## src/rtl/sar_search_ctrl_if.sv

```systemverilog
// Interface between the successive-approximation controller and its comparator-side user.
// The master side is the controller: it drives trial/status and consumes start and the flags.
interface sar_search_ctrl_if #(
    parameter int WIDTH = 4
);
    logic             start;
    logic             cmp_gt;
    logic             cmp_eq;
    logic             cmp_lt;
    logic [WIDTH-1:0] trial;
    logic             busy;
    logic             done;
    logic [WIDTH-1:0] result;
    logic             found;
    logic             err;

    modport master (
        input  start, cmp_gt, cmp_eq, cmp_lt,
        output trial, busy, done, result, found, err
    );

    modport slave (
        output start, cmp_gt, cmp_eq, cmp_lt,
        input  trial, busy, done, result, found, err
    );
endinterface

```

## src/rtl/sar_search_ctrl.sv

```systemverilog
// Successive-approximation search controller: presents trial values MSB first to an external
// comparator and resolves the hidden target one bit per cycle.
module sar_search_ctrl #(
    parameter int WIDTH = 4
) (
    input  logic                  clk,
    input  logic                  rst_n,
    sar_search_ctrl_if.master     bus
);
    localparam int IDXW = (WIDTH > 1) ? $clog2(WIDTH) : 1;
    localparam logic [WIDTH-1:0] ONE = {{(WIDTH-1){1'b0}}, 1'b1};
    localparam logic [IDXW-1:0]  IDX_MSB = IDXW'(WIDTH - 1);

    typedef enum logic [1:0] {
        IDLE,
        SEARCH,
        CHECK,
        DONE
    } state_t;

    state_t           state;
    logic [WIDTH-1:0] acc;
    logic [IDXW-1:0]  idx;

    logic             one_hot;
    logic [WIDTH-1:0] bit_cur;
    logic [WIDTH-1:0] bit_nxt;
    logic [WIDTH-1:0] acc_next;

    // A flag set that is not exactly one-hot means the comparator cannot be trusted.
    assign one_hot  = (bus.cmp_gt & ~bus.cmp_eq & ~bus.cmp_lt) |
                      (~bus.cmp_gt & bus.cmp_eq & ~bus.cmp_lt) |
                      (~bus.cmp_gt & ~bus.cmp_eq & bus.cmp_lt);
    assign bit_cur  = ONE << idx;
    assign bit_nxt  = ONE << (idx - 1'b1);
    assign acc_next = bus.cmp_gt ? (acc | bit_cur) : acc;

    always_ff @(posedge clk) begin
        if (!rst_n) begin
            state      <= IDLE;
            acc        <= '0;
            idx        <= '0;
            bus.trial  <= '0;
            bus.result <= '0;
            bus.busy   <= 1'b0;
            bus.done   <= 1'b0;
            bus.found  <= 1'b0;
            bus.err    <= 1'b0;
        end else begin
            case (state)
                IDLE: begin
                    bus.done <= 1'b0;
                    if (bus.start) begin
                        state      <= SEARCH;
                        acc        <= '0;
                        idx        <= IDX_MSB;
                        bus.trial  <= ONE << IDX_MSB;
                        bus.result <= '0;
                        bus.found  <= 1'b0;
                        bus.err    <= 1'b0;
                        bus.busy   <= 1'b1;
                    end
                end

                SEARCH: begin
                    if (!one_hot) begin
                        state      <= DONE;
                        bus.busy   <= 1'b0;
                        bus.done   <= 1'b1;
                        bus.err    <= 1'b1;
                        bus.found  <= 1'b0;
                        bus.result <= acc;
                    end else if (bus.cmp_eq) begin
                        state      <= DONE;
                        bus.busy   <= 1'b0;
                        bus.done   <= 1'b1;
                        bus.found  <= 1'b1;
                        bus.result <= bus.trial;
                    end else begin
                        acc <= acc_next;
                        // After the LSB decision the accumulator itself gets one confirming trial.
                        if (idx == '0) begin
                            state     <= CHECK;
                            bus.trial <= acc_next;
                        end else begin
                            idx       <= idx - 1'b1;
                            bus.trial <= acc_next | bit_nxt;
                        end
                    end
                end

                CHECK: begin
                    state      <= DONE;
                    bus.busy   <= 1'b0;
                    bus.done   <= 1'b1;
                    bus.result <= acc;
                    if (one_hot) begin
                        bus.found <= bus.cmp_eq;
                    end else begin
                        bus.found <= 1'b0;
                        bus.err   <= 1'b1;
                    end
                end

                DONE: begin
                    state    <= IDLE;
                    bus.done <= 1'b0;
                end

                default: begin
                    state    <= IDLE;
                    bus.busy <= 1'b0;
                    bus.done <= 1'b0;
                end
            endcase
        end
    end
endmodule

```

## src/flat_wrapper.sv

```systemverilog
// flat-port wrapper written by rule: the top's interface ports become plain ports
module sar_search_ctrl_flat 
#(
    parameter int WIDTH = 4
)
  (clk, rst_n, bus_start, bus_cmp_gt, bus_cmp_eq, bus_cmp_lt, bus_trial, bus_busy, bus_done, bus_result, bus_found, bus_err);
  sar_search_ctrl_if #(.WIDTH(WIDTH)) bus_i ();
  input  logic clk;
  input  logic rst_n;
  input wire logic [$bits(bus_i.start)-1:0] bus_start;
  input wire logic [$bits(bus_i.cmp_gt)-1:0] bus_cmp_gt;
  input wire logic [$bits(bus_i.cmp_eq)-1:0] bus_cmp_eq;
  input wire logic [$bits(bus_i.cmp_lt)-1:0] bus_cmp_lt;
  output wire logic [$bits(bus_i.trial)-1:0] bus_trial;
  output wire logic [$bits(bus_i.busy)-1:0] bus_busy;
  output wire logic [$bits(bus_i.done)-1:0] bus_done;
  output wire logic [$bits(bus_i.result)-1:0] bus_result;
  output wire logic [$bits(bus_i.found)-1:0] bus_found;
  output wire logic [$bits(bus_i.err)-1:0] bus_err;
  assign bus_i.start = bus_start;
  assign bus_i.cmp_gt = bus_cmp_gt;
  assign bus_i.cmp_eq = bus_cmp_eq;
  assign bus_i.cmp_lt = bus_cmp_lt;
  assign bus_trial = bus_i.trial;
  assign bus_busy = bus_i.busy;
  assign bus_done = bus_i.done;
  assign bus_result = bus_i.result;
  assign bus_found = bus_i.found;
  assign bus_err = bus_i.err;
  sar_search_ctrl #(.WIDTH(WIDTH)) u_core (.clk(clk), .rst_n(rst_n), .bus(bus_i));
endmodule
```

## config.mk

```make
export PLATFORM = sky130hd
export DESIGN_NAME = sar_search_ctrl_flat
export DESIGN_NICKNAME = d
export VERILOG_FILES = /design/src/rtl/sar_search_ctrl_if.sv /design/src/rtl/sar_search_ctrl.sv /design/src/flat_wrapper.sv
export SDC_FILE = /design/constraint.sdc
export NUM_CORES = 1
export LEC_CHECK = 0
export BUFFER_PORTS_ARGS = -buffer_cell sky130_fd_sc_hd__buf_2
export CAP_MARGIN = 20
export CORE_MARGIN = 4
export CORE_UTILIZATION = 58
export CTS_CLUSTER_DIAMETER = 200
export DETAILED_ROUTE_END_ITERATION = 7
export GPL_ROUTABILITY_DRIVEN = 0
export PLACE_DENSITY_LB_ADDON = 0.15
export SYNTH_ARGS = -nofsm -noshare
export SYNTH_HDL_FRONTEND = slang
export SYNTH_SLANG_ARGS = --single-unit
```

## constraint.sdc

```tcl
create_clock -name clk -period 2.86 [get_ports clk]
set_input_delay 0.286 -clock clk [delete_from_list [all_inputs] [get_ports clk]]
set_output_delay 0.286 -clock clk [all_outputs]
set_load 0.005 [all_outputs]
```

==> flow_metrics.env <==
export IMPL_wirelength_mm=2.39
export IMPL_reg2reg_slack_ps=740
export IMPL_num_vias=953
export IMPL_ys_seq_elements=20
export IMPL_clock_skew_ps=4.01
export IMPL_area_growth_syn_to_layout_pct=12.8
export IMPL_path_class="flip-flop to flip-flop"
export IMPL_worstHoldEndpoint="u_core.bus.found"
export IMPL_clock_buffer_depth=2
export IMPL_synth_top_flop_cell="dfxtp_1"
export IMPL_drt_initial_drc_count=8
export IMPL_post_cts_resized_instances=0
export IMPL_maximum_number_of_pins_on_one_net_before_global_route_repair=19
export IMPL_diodes=0
export IMPL_grt_pass1_vias=879
export IMPL_synth_distinct_cells=40
export IMPL_rows=15
export IMPL_cp_end_kind="flip-flop"
export IMPL_timing_setup_tns_ps=0
export IMPL_global_route_usage_total_pct=19.9
export IMPL_fin_total_pwr_uw=1170
export IMPL_die_footprint_um2=2640
export IMPL_worst_pin_slew_ps=722
export IMPL_cellLeakagePower_uw=0.000492
export IMPL_clk_latency_ps=310
export IMPL_ios=18
export IMPL_final_period_utilization_pct=74.2
export IMPL_report_final_hold_viol_count=0
export IMPL_grt_setup_unrepaired="no"
export IMPL_power_density_nw_per_um2=945
export IMPL_seq_area_frac_synth_pct=36.6
export IMPL_route_detailed_drc=0
export IMPL_fin_area_um2=1230
export IMPL_cts_buffers=3
export IMPL_filler_cell_count=157
export IMPL_timing_final_max_slew_violations=0
export IMPL_hold_fix_buffers_cts=0
export IMPL_hold_path_class="input port to flip-flop"
export IMPL_nNetsFinal=149
export IMPL_postSynthNetCount=132
export IMPL_worst_ir_drop_vdd_mv=0.604
export IMPL_die_h_um=51.4
export IMPL_crit_path_start_kind="flip-flop"
export IMPL_numPortBuffers=17
export IMPL_critical_path_peak_fanout=11
export IMPL_drive_above_1_share_pct=22.4
export IMPL_rr_endpoint="u_core.idx[1]"
export IMPL_async_flop_share_pct=0
export IMPL_setup_violations=0
export IMPL_dpl_hpwl_mm=1.76
export IMPL_globalRouteOverflowTotal=0
export IMPL_ant_nets=0
export IMPL_per_cell_routed_wire_length_um=15.0
export IMPL_vias_per_cell=5.99
export IMPL_ctsHtreeMaxLevel=1
export IMPL_worst_slew_margin_rel_pct=51.8
export IMPL_hold_path_startpoint="rst_n"
export IMPL_multiInputGateArea_um2=634
export IMPL_worst_hold_slack_ps=371
export IMPL_core_um2=1760
export IMPL_cts_setup_buffers=0
export IMPL_clock_sinks=20
export IMPL_arrival_ps=2350
export IMPL_synthCells=118
export IMPL_postPlaceCellArea_um2=1180
export IMPL_syn_area_per_cell_um2=9.27
export IMPL_layout_min_cycle_time_ps=2120
export IMPL_cp_data_required_time_ps=3090
export IMPL_ff_latch_area_um2=400
export IMPL_initial_core_util_pct=62.0
export IMPL_r2r_worst_path_cells=6
export IMPL_ys_warnings=0
export IMPL_tritoncts_clock_tree="done"
export IMPL_clk_pin_slew_worst_paths_ps=120
export IMPL_min_path_cells=3
export IMPL_clockRootBuffer="clkbuf_4"
export IMPL_synth_enable_flop_cells=0
export IMPL_die_w_um=51.4
export IMPL_number_of_antenna_violations_at_the_first_check_in_global_routing=0
export IMPL_achievable_frequency_mhz=471
export IMPL_syn_area_um2=1090
export IMPL_run_status="finished, final reports clean"
export IMPL_max_cap_violations=0
export IMPL_dr_pass1_iters=4
export IMPL_r2r_start="u_core.state[1]"
export IMPL_grt_pass1_wl_mm=3.96
## Yosys cell counts (2+ instances only)
cell / instances / area (µm²)
a21oi_1: 3 / 15.0
a31oi_1: 3 / 18.8
nand3_1: 4 / 20.0
o31ai_1: 6 / 45.0
nor4_1: 2 / 12.5
nand2_1: 11 / 41.3
dfxtp_1: 20 / 400
inv_1: 8 / 30.0
a221oi_1: 3 / 26.3
a221o_1: 4 / 40.0
buf_2: 2 / 10.0
nor2_1: 10 / 37.5
ha_1: 8 / 100
o21ai_0: 7 / 35.0
nand3b_1: 2 / 15.0
## cell usage in the layout (no fill, tap or decap), types with 2 or more instances in the layout
| master | Yosys | layout |
|---|---|---|
| a31oi_1 | 3 | 3 |
| o21ai_0 | 7 | 7 |
| ha_1 | 8 | 8 |
| nand3b_1 | 2 | 2 |
| a21oi_1 | 3 | 3 |
| nor2_1 | 10 | 10 |
| inv_1 | 8 | 8 |
| o31ai_1 | 6 | 6 |
| clkbuf_4 | 0 | 3 |
| nor4_1 | 2 | 2 |
| a221oi_1 | 3 | 3 |
| buf_2 | 2 | 17 |
| nand2_1 | 11 | 11 |
| nand3_1 | 4 | 4 |
| dfxtp_1 | 20 | 20 |
| a221o_1 | 4 | 4 |
## worst max-delay path by stage
stage	start	slack [ps]	endpoint	depth (start not counted)
floorplan	u_core.state[0]	1150	u_core.bus.result[0]	7
global placement	u_core.state[1]	840	u_core.idx[1]	6
detailed placement	u_core.state[1]	780	u_core.idx[1]	6
CTS	u_core.state[1]	740	u_core.idx[1]	6
global route	u_core.state[1]	540	u_core.idx[1]	6
finish	u_core.state[1]	740	u_core.idx[1]	6
## state kept, by name, indices dropped and copies added, names as in the netlist
signal,count
u_core.acc,4
u_core.bus.result,4
u_core.bus.trial,4
u_core.idx,2
u_core.state,2
u_core.bus.busy,1
u_core.bus.done,1
u_core.bus.err,1
u_core.bus.found,1
## worst max-delay path, stage by stage, from the launching register on
cell,delay [ps]
dfxtp_1,380
inv_1,90
ha_1,440
nand2b_1,320
o32ai_4,470
a21oi_1,120
a211oi_1,230
## cell families (layout without fill, tap and decap cells)
group	after synthesis	in the layout	share of synthesized area, %
xor+xnor	1	1	1.49
fa+ha+maj	8	8	9.15
flops	20	20	36.6
simple gates	38	38	18.2
buf+inv	13	29	5.38
compound gates	38	38	29.2
## area by class of cell
class,count,area share (%)
clock buffer,3,1.83
clock inverter,1,2.43
inverter,8,2.43
multi-input combinational,85,51.4
sequential,20,32.5
tap,25,2.54
timing repair buffer,17,6.90
## routing by layer
metal	vias up	global-route usage, %	routed length, µm
met2	25	32.6	1100
met1	447	26.1	1140
met4	0	7.42	36
met5	-	0	0
met3	5	3.21	114
li1	476	-	-
## report_power, final
group | total (µW) | switching, µW | internal [µW]
logic | 537 | 323 | 214
registers | 396 | 56.7 | 339
clock network | 233 | 91.3 | 142
total | 1170 | 471 | 695
## per-stage QoR
step,utilization (%),setup WS (ps),instances
finish,69.9,739,159
global placement,67.0,845,155
global route,69.9,536,159
CTS,69.9,743,159
floorplan,-,1150,118
detailed placement,67.0,784,155
(Power assumes the default switching activity.)
